==> config.mk <==
export PLATFORM = sky130hd
export DESIGN_NAME = concat_pattern_sequencer
export DESIGN_NICKNAME = d
export VERILOG_FILES = /design/src/rtl/concat_seq_pkg.sv /design/src/rtl/concat_pattern_sequencer.sv
export SDC_FILE = /design/constraint.sdc
export NUM_CORES = 1
export LEC_CHECK = 0
export BUFFER_PORTS_ARGS = -buffer_cell sky130_fd_sc_hd__buf_2
export CORE_ASPECT_RATIO = 0.9
export CORE_MARGIN = 5
export CORE_UTILIZATION = 63
export CTS_BUF_LIST = sky130_fd_sc_hd__clkbuf_4 sky130_fd_sc_hd__clkbuf_8
export DETAILED_ROUTE_END_ITERATION = 7
export GPL_ROUTABILITY_DRIVEN = 0
export PLACE_DENSITY = 0.95
export SLEW_MARGIN = 15
export SYNTH_ARGS = -nofsm -noshare
export SYNTH_HDL_FRONTEND = slang
export SYNTH_SLANG_ARGS = --single-unit
==> constraint.sdc <==
create_clock -name clk -period 4.9 [get_ports clk]
set_clock_uncertainty 0.05 [all_clocks]
set_input_delay 0.98 -clock clk [delete_from_list [all_inputs] [get_ports clk]]
set_output_delay 0.98 -clock clk [all_outputs]
set_load 0.01 [all_outputs]
==> src/rtl/concat_seq_pkg.sv <==
// concat_seq_pkg: shared state encoding, default widths and the MSB-first pattern merge
package concat_seq_pkg;
  localparam int DEF_WORD_W = 25;
  localparam int DEF_PAT_W = 8;
  localparam int DEF_LEN_W = $clog2(DEF_PAT_W) + 1;
  localparam int DEF_REP_W = 5;
  localparam int DEF_FILL_W = $clog2(DEF_WORD_W + 1);
  localparam int SPAN = DEF_WORD_W + DEF_PAT_W;
  typedef enum logic [1:0] {IDLE, EXPAND, DONE} state_e;
  function automatic logic [DEF_WORD_W-1:0] insert_bits(
    input logic [DEF_WORD_W-1:0] w,
    input logic [DEF_PAT_W-1:0] pat,
    input logic [DEF_LEN_W-1:0] len,
    input logic [DEF_FILL_W-1:0] pos
  );
    logic [DEF_LEN_W-1:0] lc;
    logic [DEF_PAT_W-1:0] m;
    logic [SPAN-1:0] v;
    int sh;
    lc = len > DEF_LEN_W'(DEF_PAT_W) ? DEF_LEN_W'(DEF_PAT_W) : len;
    m = pat & ~({DEF_PAT_W{1'b1}} << lc);
    sh = SPAN - int'(pos) - int'(lc);
    v = {{DEF_WORD_W{1'b0}}, m} << sh;
    return w | v[SPAN-1:DEF_PAT_W];
  endfunction
endpackage

==> src/rtl/concat_pattern_sequencer.sv <==
// concat_pattern_sequencer: expands run-length pattern segments MSB-first into a tie-off word
module concat_pattern_sequencer import concat_seq_pkg::*; #(
  parameter int WORD_W = DEF_WORD_W,
  parameter int PAT_W = DEF_PAT_W,
  parameter int LEN_W = $clog2(PAT_W) + 1,
  parameter int REP_W = DEF_REP_W
) (
  input  logic                           clk,
  input  logic                           rst,
  input  logic                           seg_valid,
  output logic                           seg_ready,
  input  logic [PAT_W-1:0]               seg_pat,
  input  logic [LEN_W-1:0]               seg_len,
  input  logic [REP_W-1:0]               seg_rep,
  input  logic                           seg_last,
  output logic [WORD_W-1:0]              word,
  output logic                           word_valid,
  input  logic                           word_ready,
  output logic                           err_ovf,
  output logic                           err_short,
  output logic [$clog2(WORD_W+1)-1:0]    fill_cnt
);
  localparam int FILL_W = $clog2(WORD_W + 1);
  localparam int SUM_W = $clog2(WORD_W + PAT_W + 1);
  localparam logic [FILL_W-1:0] FULL = FILL_W'(WORD_W);
  localparam logic [SUM_W-1:0] FULL_S = SUM_W'(WORD_W);
  localparam logic [LEN_W-1:0] PMAX = LEN_W'(PAT_W);
  state_e state_q, state_d;
  logic [WORD_W-1:0] word_q, word_d;
  logic [FILL_W-1:0] fill_q, fill_d, fill_nxt;
  logic [SUM_W-1:0] fill_sum;
  logic [PAT_W-1:0] pat_q, pat_d;
  logic [LEN_W-1:0] len_q, len_d, in_len;
  logic [REP_W-1:0] rep_q, rep_d;
  logic last_q, last_d, ovf_q, ovf_d, short_q, short_d;
  always_comb begin
    fill_sum = SUM_W'(fill_q) + SUM_W'(len_q);
    fill_nxt = fill_sum > FULL_S ? FULL : fill_sum[FILL_W-1:0];
    in_len = seg_len > PMAX ? PMAX : seg_len;
    state_d = state_q;
    word_d = word_q;
    fill_d = fill_q;
    pat_d = pat_q;
    len_d = len_q;
    rep_d = rep_q;
    last_d = last_q;
    ovf_d = ovf_q;
    short_d = short_q;
    case (state_q)
      IDLE: if (seg_valid) begin
        pat_d = seg_pat;
        len_d = in_len;
        rep_d = seg_rep;
        last_d = seg_last;
        if (in_len == '0 || seg_rep == '0) begin
          state_d = seg_last ? DONE : IDLE;
          short_d = seg_last && fill_q < FULL;
        end else state_d = EXPAND;
      end
      EXPAND: begin
        word_d = insert_bits(word_q, pat_q, len_q, fill_q);
        fill_d = fill_nxt;
        ovf_d = ovf_q | (fill_sum > FULL_S);
        rep_d = rep_q - REP_W'(1);
        if (rep_q == REP_W'(1)) begin
          state_d = last_q ? DONE : IDLE;
          short_d = last_q && fill_nxt < FULL;
        end
      end
      DONE: if (word_ready) begin
        state_d = IDLE;
        word_d = '0;
        fill_d = '0;
        ovf_d = 1'b0;
        short_d = 1'b0;
      end
      default: state_d = IDLE;
    endcase
  end
  always_ff @(posedge clk) begin
    if (rst) begin
      state_q <= IDLE;
      word_q <= '0;
      fill_q <= '0;
      pat_q <= '0;
      len_q <= '0;
      rep_q <= '0;
      last_q <= 1'b0;
      ovf_q <= 1'b0;
      short_q <= 1'b0;
    end else begin
      state_q <= state_d;
      word_q <= word_d;
      fill_q <= fill_d;
      pat_q <= pat_d;
      len_q <= len_d;
      rep_q <= rep_d;
      last_q <= last_d;
      ovf_q <= ovf_d;
      short_q <= short_d;
    end
  end
  assign seg_ready = state_q == IDLE && !rst;
  assign word_valid = state_q == DONE;
  assign word = word_q;
  assign fill_cnt = fill_q;
  assign err_ovf = ovf_q;
  assign err_short = short_q;
endmodule
==> results of run 1 <==
[worst max-delay path by stage]
stage	from	endpoint	cells after the start
finish	len_q[3]	word[24]	10
global route	len_q[3]	word[24]	10
CTS	len_q[3]	word[24]	10
detailed placement	len_q[3]	word[24]	10
global placement	len_q[3]	word[16]	10
floorplan	len_q[3]	word[16]	10
[cells by family (layout without fill, tap and decap cells)]
group                    Yosys count  after routing  synth area share, %
AO/OA/AOI/OAI                    140            140                 28.0
XOR/XNOR                          11             11                 2.82
adder cells (fa/ha/maj)           18             18                 7.03
buffers and inverters             39             81                 4.36
flip-flops                        52             52                 30.5
multiplexers                      11             11                 3.33
AND/OR/NAND/NOR                  166            166                 24.0
[Yosys cell counts (4+ instances only)]
cell type / number
xor2_1: 4
a21o_1: 8
nand2_1: 57
ha_1: 16
xnor2_1: 7
mux2i_1: 8
a22o_1: 11
inv_1: 18
a31oi_1: 5
o22ai_1: 5
a211oi_1: 6
nor2_1: 36
nand2b_1: 9
or3_1: 4
nand3_1: 5
nor3_1: 17
o211ai_1: 5
a21oi_1: 41
nor3b_1: 7
clkbuf_1: 18
nand4_1: 6
dfxtp_1: 52
o21ai_0: 20
nand3b_1: 4
[report_power, final]
| group | switching (W) | internal, W |
|---|---|---|
| Sequential | 0.0000605 | 0.000472 |
| Clock | 0.000156 | 0.000104 |
| Combinational | 0.000510 | 0.000275 |
[layer usage]
layer  track usage [%]  vias up  share of wire (%)
met5                 0        -                  0
met2              40.9      181                 46
met3              4.75       29                9.1
li1                  -     1685                  -
met4              9.20        0                2.3
met1              34.8     1608                 43
[sequential cells by signal, summed over array words and instances (netlist names)]
signal	flops
pat_q	8
err_ovf	1
word	25
state_q	2
last_q	1
rep_q	5
fill_cnt	5
err_short	1
len_q	4
[through the flow]
| step | util (%) | hold WS, ns |
|---|---|---|
| 6_report | 72.3 | 0.408 |
| 5_1_grt | 72.3 | 0.434 |
| 4_1_cts | 72.2 | 0.414 |
| 3_5_place_dp | 70.4 | 0.389 |
| 3_3_place_gp | 70.4 | 0.378 |
| 2_1_floorplan | - | 0.395 |
[area by class of cell]
class                      instances  area (um2)  area share, %
multi-input combinational        346        2240           58.9
clock inverter                     3        26.3          0.691
sequential                        52        1040           27.4
inverter                          18        67.6           1.78
timing repair buffer              55         275           7.24
clock buffer                       5        68.8           1.81
tap                               67        83.8           2.21
[worst max-delay path, delay by kind of cell (launching register included)]
| kind | cells | cell delay (ns) |
|---|---|---|
| buf+inv | 2 | 0.31 |
| simple gates | 4 | 1.00 |
| flops | 1 | 0.69 |
| compound gates | 3 | 0.85 |
| fa+ha+maj | 1 | 0.72 |
==> key figures, run 1 <==
Logic synthesis
  • Primary FF master, synth: dfxtp_1
  • Synthesized cell area: 0.00342 mm2
  • Synth area leader: dfxtp_1
  • Library cells used by synthesis: 66
  • Asr flop ratio synth: 0%
  • Area share of the largest cell type after synthesis: 30.5%
  • Syn avg cell area: 7.82 um2
  • Post-synthesis register bit count: 52
  • Post-Syn Instances: 437
  • Synthesis Warnings: 0
  • Synth top area cells: dfxtp_1, nand2_1, a21oi_1, ha_1, nor2_1
  • Number of synthesized flops with an enable pin: 0
  • Register area share after synthesis: 30.5%
  • Net Count, Synth: 477

Run
  • MaxCap Viol Count: 0

Hold path
  • Hold Path End: word[23]
  • Depth of the worst hold-timing path: 2
  • Hold_sp: word[23]
  • Hold Crit Class: reg -> reg

Clock network
  • Total CTS buffers: 5
  • Htree depth: 2
  • TritonCTS clock tree: done
  • Clock-pin slew on the worst setup and hold paths: 0.11 ns
  • Clock Path Buffers: 2
  • Post-CTS Setup Inserts: 0
  • PostCTS Resize Cnt: 0
  • Root Buffer: clkbuf_8
  • Worst-skew pair later-pin latency: 0.31 ns
  • Num Clock Sinks: 52
  • CTS Hold Bufs: 0

Timing
  • Final Cycle Share: 74.7%
  • Unrepaired setup endpoints after global routing: false
  • Max-slew violations: 0
  • Slew @ Worst Pin: 1.11 ns
  • Worst slew margin: 25.8%
  • Setup violation total in the final timing report: 0
  • Setup WS post-layout: 1.24 ns
  • Fmax: 273 MHz
  • Min cycle time layout: 3.66 ns
  • Endpoints failing hold: 0
  • Setup TNS: 0 ns

GRT
  • Vias in the first global route: 3129
  • GR Overflow Total: 0
  • Total track usage: 25.8%
  • First-pass GRT wire length: 14600 um
  • Antenna violations before repair: 0
  • Largest net degree at the start of global routing: 30

Worst setup path
  • Crit Path Class: reg -> reg
  • Max incr delay on CP: 0.72 ns
  • WP data arrival: 3.88 ns
  • Worst r2r dst: word[24]
  • CP Max Fanout: 19
  • Crit-path cells: inv_1 -> nand2_1 -> inv_1 -> fa_1 -> nand2b_1 -> a2111oi_0 -> a211o_1 -> nand4_1 -> nor4b_1 -> o31a_1
  • Crit. End Element: flop
  • Critical Path Start Type: flop
  • Reg2Reg Setup Slack: 1.24 ns
  • Most used cell, CP: inv_1
  • Slowest cell on the critical path: fa_1
  • FF-to-FF path depth: 10
  • WP data required: 5.12 ns
  • FF-to-FF Start: len_q[3]

Detailed routing
  • Drt total wl: 8910 um
  • First drt pass iteration count: 5
  • DRC viols: 0
  • Avg WL per Cell: 16.3 um
  • First-iteration detailed-routing DRC count: 467
  • Vias: 3503
  • Vias per cell: 6.42
  • DRT antenna net count: 0

Floorplanning
  • Initial Util: 65.0%
  • # rows: 25
  • Core Area: 0.00526 mm2
  • Die area: 0.00700 mm2
  • Chip Width: 87.6 um
  • Top-level I/O count: 56
  • Die Ht: 79.9 um

Final layout
  • Post-Layout Cell Count: 546
  • Area grow syn2layout: 11.2%
  • Commonest non-fill, non-tap cell in the layout: nand2_1
  • Fin nets: 518
  • Most frequent cells in the layout: nand2_1, buf_2, dfxtp_1, a21oi_1, nor2_1
  • Design Area, Final: 0.00380 mm2
  • Filler instances: 408
  • Share of post-route cells with drive strength above 1: 16.5%
  • Antenna Cells: 0

Placed design
  • Port Buffer Count: 55
  • Placed insts: 538
  • DP Worst Slack: 1.40 ns
  • DP Area: 0.00370 mm2
  • Post-DP HPWL: 6560 um

Power and ir drop
  • Pleak: 1.60 nW
  • Total power draw: 0.00158 W
  • Peak VDD IR: 0.294 mV
  • Power Density: 415 mW/mm2

Run status
  • Status: complete, no violations
Power figures use the tool's default switching activity.
==> run 2, diff against run 1 <==
CORE_UTILIZATION = 59   (was 63)
PLACE_DENSITY = 0.9   (was 0.95)
clock period = 3.7 ns   (was 4.9 ns; I/O delays follow)
==> key figures, run 2 (same netlist as run 1, synthesis figures left out) <==
GRT
  • GR Util met2: 38.6% (-2.3 points)
  • Total track usage: 23.6% (-2.2 points)
  • First-pass GRT wire length: 14700 um (+0.76%)
  • Vias in the first global route: 3072 (-1.8%)
  • GR Util met1: 32.2% (-2.6 points)
  • Largest net degree at the start of global routing: 30 (unchanged)
  • Antenna violations before repair: 0 (unchanged)
  • GR Overflow Total: 0 (unchanged)
  • Met3 Track Usage GR: 4.44% (-0.31 points)
  • Most Used Layer, Global Route: met2

Detailed routing
  • Avg WL per Cell: 15.6 um (-4.2%)
  • Drt total wl: 8650 um (-3.0%)
  • Vias: 3450 (-1.5%)
  • DRT antenna net count: 0 (unchanged)
  • First-iteration detailed-routing DRC count: 347 (-26%)
  • Vias per cell: 6.24 (-2.8%)
  • First drt pass iteration count: 5 (unchanged)
  • DRC viols: 0 (unchanged)

Final layout
  • Filler instances: 470 (+15%)
  • Sequential Area: 0.00104 mm2 (+0.12%)
  • Core Util, Final: 67.7% (-4.6 points)
  • Fin nets: 522 (+0.77%)
  • Area grow syn2layout: 12.2%
  • Antenna Cells: 0 (unchanged)
  • Multi-input gate area: 0.00224 mm2 (unchanged)
  • Post-Layout Cell Count: 553 (+1.3%)
  • Share of post-route cells with drive strength above 1: 17.4% (+0.90 points)
  • Commonest non-fill, non-tap cell in the layout: nand2_1
  • Max FFs per register: 25 (unchanged)
  • Most frequent cells in the layout: nand2_1, buf_2, dfxtp_1, a21oi_1, nor2_1

Clock network
  • Clock-pin slew on the worst setup and hold paths: 0.11 ns (about the same)
  • Total CTS buffers: 5 (unchanged)
  • Worst-skew pair later-pin latency: 0.32 ns (about the same)
  • Root Buffer: clkbuf_8
  • Clock Path Buffers: 2 (unchanged)
  • Htree depth: 2 (unchanged)
  • Num Clock Sinks: 52 (unchanged)
  • CTS Hold Bufs: 0 (unchanged)
  • TritonCTS clock tree: done

Worst setup path
  • FF-to-FF path depth: 10 (unchanged)
  • WP data arrival: 3.69 ns (-0.19 ns)
  • WP data required: 3.92 ns (-1.20 ns)
  • Crit Path Class: reg -> reg
  • Critical Path Start Type: flop
  • Crit. End Element: flop
  • Reg2Reg Setup Slack: 0.23 ns (-1.01 ns)
  • CP Max Fanout: 10 (-9)

Floorplanning
  • # rows: 26 (+4.0%)
  • Die area: 0.00742 mm2 (+6.0%)
  • Initial Util: 60.4% (-4.7 points)
  • Die Ht: 82.2 um (+2.9%)
  • Core Area: 0.00566 mm2 (+7.7%)
  • Top-level I/O count: 56 (unchanged)
  • Chip Width: 90.2 um (+3.0%)

Hold path
  • Hold Crit Class: reg -> reg
  • Depth of the worst hold-timing path: 2 (unchanged)

Timing
  • Slew @ Worst Pin: 1.13 ns (+0.0190 ns)
  • Unrepaired setup endpoints after global routing: false
  • Min cycle time layout: 3.47 ns (-0.192 ns)
  • Worst slew margin: 24.5% (-1.3 points)
  • Fmax: 288 MHz (+5.5%)
  • Max-slew violations: 0 (unchanged)
  • Setup TNS: 0 ns (unchanged)
  • Endpoints failing hold: 0 (unchanged)
  • Setup violation total in the final timing report: 0 (unchanged)
  • Final Cycle Share: 93.8% (+19 points)

Power and ir drop
  • Total power draw: 0.00208 W (+32%)
  • Peak VDD IR: 0.369 mV (+26%)
  • Pleak: 1.61 nW (+1.0%)
  • Power Density: 542 mW/mm2 (+30%)

Placed design
  • Post-DP HPWL: 6440 um (-1.9%)
  • Port Buffer Count: 55 (unchanged)
  • Placed insts: 545 (+1.3%)

Run status
  • Status: complete, no violations

Run
  • MaxCap Viol Count: 0 (unchanged)
==> run 2: cell count changes in the layout (fill, tap and decap cells not counted), sizes merged <==
cell / before / now
buf: 55 / 59
clkinv: 2 / 0
clkinvlp: 0 / 1
inv: 19 / 20
==> run 2: worst paths after layout <==
| path | end | startpoint |
|---|---|---|
| worst max-delay path | word[24] | len_q[0] |
| worst min-delay path | word[3] | word[3] |
| worst max register to register | word[24] | len_q[0] |
| worst min register to register | word[3] | word[3] |
==> run 2: layout make-up <==
type | instances | share of cell area [%]
Clock buffer | 5 | 1.79
Sequential cell | 52 | 27.2
Multi-Input combinational cell | 346 | 58.4
Timing Repair Buffer | 59 | 7.96
Inverter | 18 | 1.76
Tap cell | 70 | 2.28
Clock inverter | 3 | 0.653
==> run 2: what timing repair did <==
action                                  4_1_cts  5_1_grt
endpoints found under the setup margin        0        6
resized for setup                             0        1
buffers inserted                              0        0
==> run 2: per-layer routing <==
layer / share of wire [%] / wire length (um) / vias to the layer above
met5: 0 / 0 / -
met4: 1.2 / 108 / 0
met3: 9.5 / 820 / 14
met2: 44 / 3850 / 182
met1: 45 / 3880 / 1554
li1: - / - / 1700
==> run 2: worst max-delay path, cell delays in order (launching register included) <==
cell and delay [ns]:
dfxtp_1 0.48, inv_1 0.13, nor2_1 0.15, ha_1 0.20, fa_1 0.57, nand2b_1 0.26, a2111oi_0 0.61, a211o_1 0.19
nand4_1 0.24, nor4b_1 0.39, o31a_1 0.18
==> run 2: where the power goes <==
group          internal [W]  total, W  switching, W
Sequential         0.000625  0.000700     0.0000754
Clock              0.000138  0.000349      0.000210
Combinational      0.000373   0.00103      0.000654
==> run 2: metrics by stage <==
step,setup slack (ns),instance area [um2],hold WS [ns]
2_1_floorplan,0.684,3420,0.395
3_3_place_gp,0.358,3730,0.378
3_5_place_dp,0.243,3730,0.387
4_1_cts,0.174,3830,0.412
5_1_grt,0.0231,3830,0.444
6_report,0.231,3830,0.408
==> run 3, diff against run 2 <==
CORE_UTILIZATION = 30   (was 59)
PLACE_DENSITY = 0.55   (was 0.9)
SETUP_SLACK_MARGIN = 0.4   (was default)
==> key figures, run 3 (same netlist as run 1, synthesis figures left out) <==
Clock network
  • Clock-pin slew on the worst setup and hold paths: 0.11 ns (about the same)
  • Htree depth: 2 (unchanged)
  • Total CTS buffers: 5 (unchanged)
  • PostCTS Resize Cnt: 0 (unchanged)
  • CTS Hold Bufs: 0 (unchanged)
  • Root Buffer: clkbuf_8
  • Post-CTS Setup Inserts: 0 (unchanged)
  • Num Clock Sinks: 52 (unchanged)
  • Clock Path Buffers: 2 (unchanged)
  • Worst-skew pair later-pin latency: 0.31 ns (about the same)
  • TritonCTS clock tree: done

Power and ir drop
  • Peak VDD IR: 0.189 mV (-49%)
  • Pleak: 1.67 nW (+3.7%)
  • Power Density: 548 mW/mm2 (+1.2%)

Detailed routing
  • Met2 WL: 4590 um (+19%)
  • DRT antenna net count: 0 (unchanged)
  • Vias per cell: 5.29 (-15%)
  • Avg WL per Cell: 15.2 um (-3.0%)
  • First drt pass iteration count: 5 (unchanged)
  • Drt total wl: 9810 um (+13%)
  • First-iteration detailed-routing DRC count: 303 (-13%)
  • Met3 WL post-DR: 460 um (-44%)
  • Wl on met1: 4630 um (+19%)
  • Top Metal Used: met4
  • Vias: 3424 (-0.75%)
  • DRC viols: 0 (unchanged)

Worst setup path
  • Max incr delay on CP: 0.53 ns (-0.08 ns)
  • CP delay by family, top: adder cells
  • WP data required: 3.84 ns (-0.08 ns)
  • Crit path buf inv count: 2 (+1)
  • WP data arrival: 3.22 ns (-0.47 ns)
  • Crit-path cells: inv_1 -> nor2_1 -> ha_1 -> fa_1 -> buf_4 -> mux2i_1 -> nor3_1 -> a21oi_1 -> mux2i_1 -> and3_1 -> a22o_1
  • Most used cell, CP: mux2i_1
  • CP Max Fanout: 17 (+7)
  • Critical Path Start Type: flop
  • Slowest cell on the critical path: dfxtp_1
  • Crit Path Class: reg -> reg
  • Crit. End Element: flop

Floorplanning
  • Initial Util: 30.3% (-30 points)
  • Core Area: 0.0113 mm2 (+100%)
  • Die area: 0.0136 mm2 (+84%)
  • Chip Width: 122 um (+36%)
  • Top-level I/O count: 56 (unchanged)
  • # rows: 37 (+42%)
  • Die Ht: 111 um (+35%)

Run
  • MaxCap Viol Count: 0 (unchanged)

GRT
  • GR Overflow Total: 0 (unchanged)
  • Vias in the first global route: 3282 (+6.8%)
  • Antenna violations before repair: 0 (unchanged)
  • Total track usage: 14.6% (-9.0 points)
  • First-pass GRT wire length: 16500 um (+12%)
  • Largest net degree at the start of global routing: 30 (unchanged)

Timing
  • Max-slew violations: 0 (unchanged)
  • Setup WS post-layout: 0.622 ns (+0.391 ns)
  • Unrepaired setup endpoints after global routing: false
  • Fmax: 325 MHz (+13%)
  • Min cycle time layout: 3.08 ns (-0.391 ns)
  • Final Cycle Share: 83.2% (-11 points)
  • Slew @ Worst Pin: 0.729 ns (-0.403 ns)
  • Setup TNS: 0 ns (unchanged)
  • Final hold slack: 0.406 ns (-0.00210 ns)
  • Endpoints failing hold: 0 (unchanged)
  • Setup violation total in the final timing report: 0 (unchanged)
  • Worst slew margin: 51.4% (+27 points)

Final layout
  • Most frequent cells in the layout: nand2_1, buf_2, dfxtp_1, a21oi_1, nor2_1
  • Commonest non-fill, non-tap cell in the layout: nand2_1
  • Share of post-route cells with drive strength above 1: 18.7% (+1.3 points)
  • Max FFs per register: 25 (unchanged)
  • Design Area, Final: 0.00404 mm2 (+5.4%)
  • Filler instances: 1220 (+160%)
  • Fin nets: 530 (+1.5%)
  • Antenna Cells: 0 (unchanged)
  • Area grow syn2layout: 18.2%

Run status
  • Status: complete, no violations

Placed design
  • DP Area: 0.00390 mm2 (+4.5%)
  • DP Worst Slack: 0.583 ns (+0.340 ns)
  • Post-DP HPWL: 7500 um (+17%)
  • Port Buffer Count: 55 (unchanged)

Hold path
  • Hold Crit Class: reg -> reg
-- run 3: cell types whose count changed in the layout (fill, tap and decap cells not counted) --
cell,delta
a2111oi_2,+1
dfxtp_2,-1
inv_6,-2
a2111oi_0,-1
buf_4,+8
clkbuf_8,+2
clkinvlp_4,-1
dfxtp_1,+1
bufinv_16,+1
-- run 3: worst paths after layout --
kind,start,endpoint,slack (ns),cells past startpoint
worst max-delay path,len_q[0],word[15],0.62,11
worst min-delay path,word[1],word[1],0.41,2
worst max register to register,len_q[0],word[15],0.62,11
worst min register to register,word[1],word[1],0.41,2
-- run 3: metrics by stage --
stage,std cells,utilization [%],power (W)
after global routing,647,35.8,0.00239
final,647,35.8,0.00221
after detailed placement,639,34.5,0.00177
after global placement,639,34.5,0.00176
after CTS,647,35.6,0.00221
after floorplan,437,-,0.00148
-- run 3: area by class of cell --
class	instances	area (um2)	share of cell area (%)
well taps	156	195	4.83
clock buffers	7	96.3	2.38
flip-flops and latches	52	1040	25.8
multi-input cells	346	2240	55.6
clock inverters	1	30.0	0.743
repair buffers	67	365	9.04
inverters	18	67.6	1.67
-- run 3: report_power, final --
part | internal [W] | leakage (nW) | total (W) | switching (W)
clock | 0.000239 | 0.0645 | 0.000428 | 0.000189
combinational | 0.000403 | 1.19 | 0.00109 | 0.000689
sequential | 0.000625 | 0.422 | 0.000693 | 0.0000683
total | 0.00127 | 1.67 | 0.00221 | 0.000946
-- run 3: worst register-to-register path, delay by kind of cell (launching register included) --
| kind | cells | cell delay (ns) |
|---|---|---|
| buffers and inverters | 2 | 0.37 |
| adders and majority gates | 2 | 0.66 |
| and+or+nand+nor | 3 | 0.43 |
| muxes | 2 | 0.37 |
| AOI/OAI and AO/OA | 2 | 0.57 |
| DFF | 1 | 0.53 |
-- run 3: routing by layer --
metal,track usage [%],up-vias
met5,0,-
met2,23.8,86
met3,2.24,12
met4,3.73,0
li1,-,1707
met1,20.0,1619
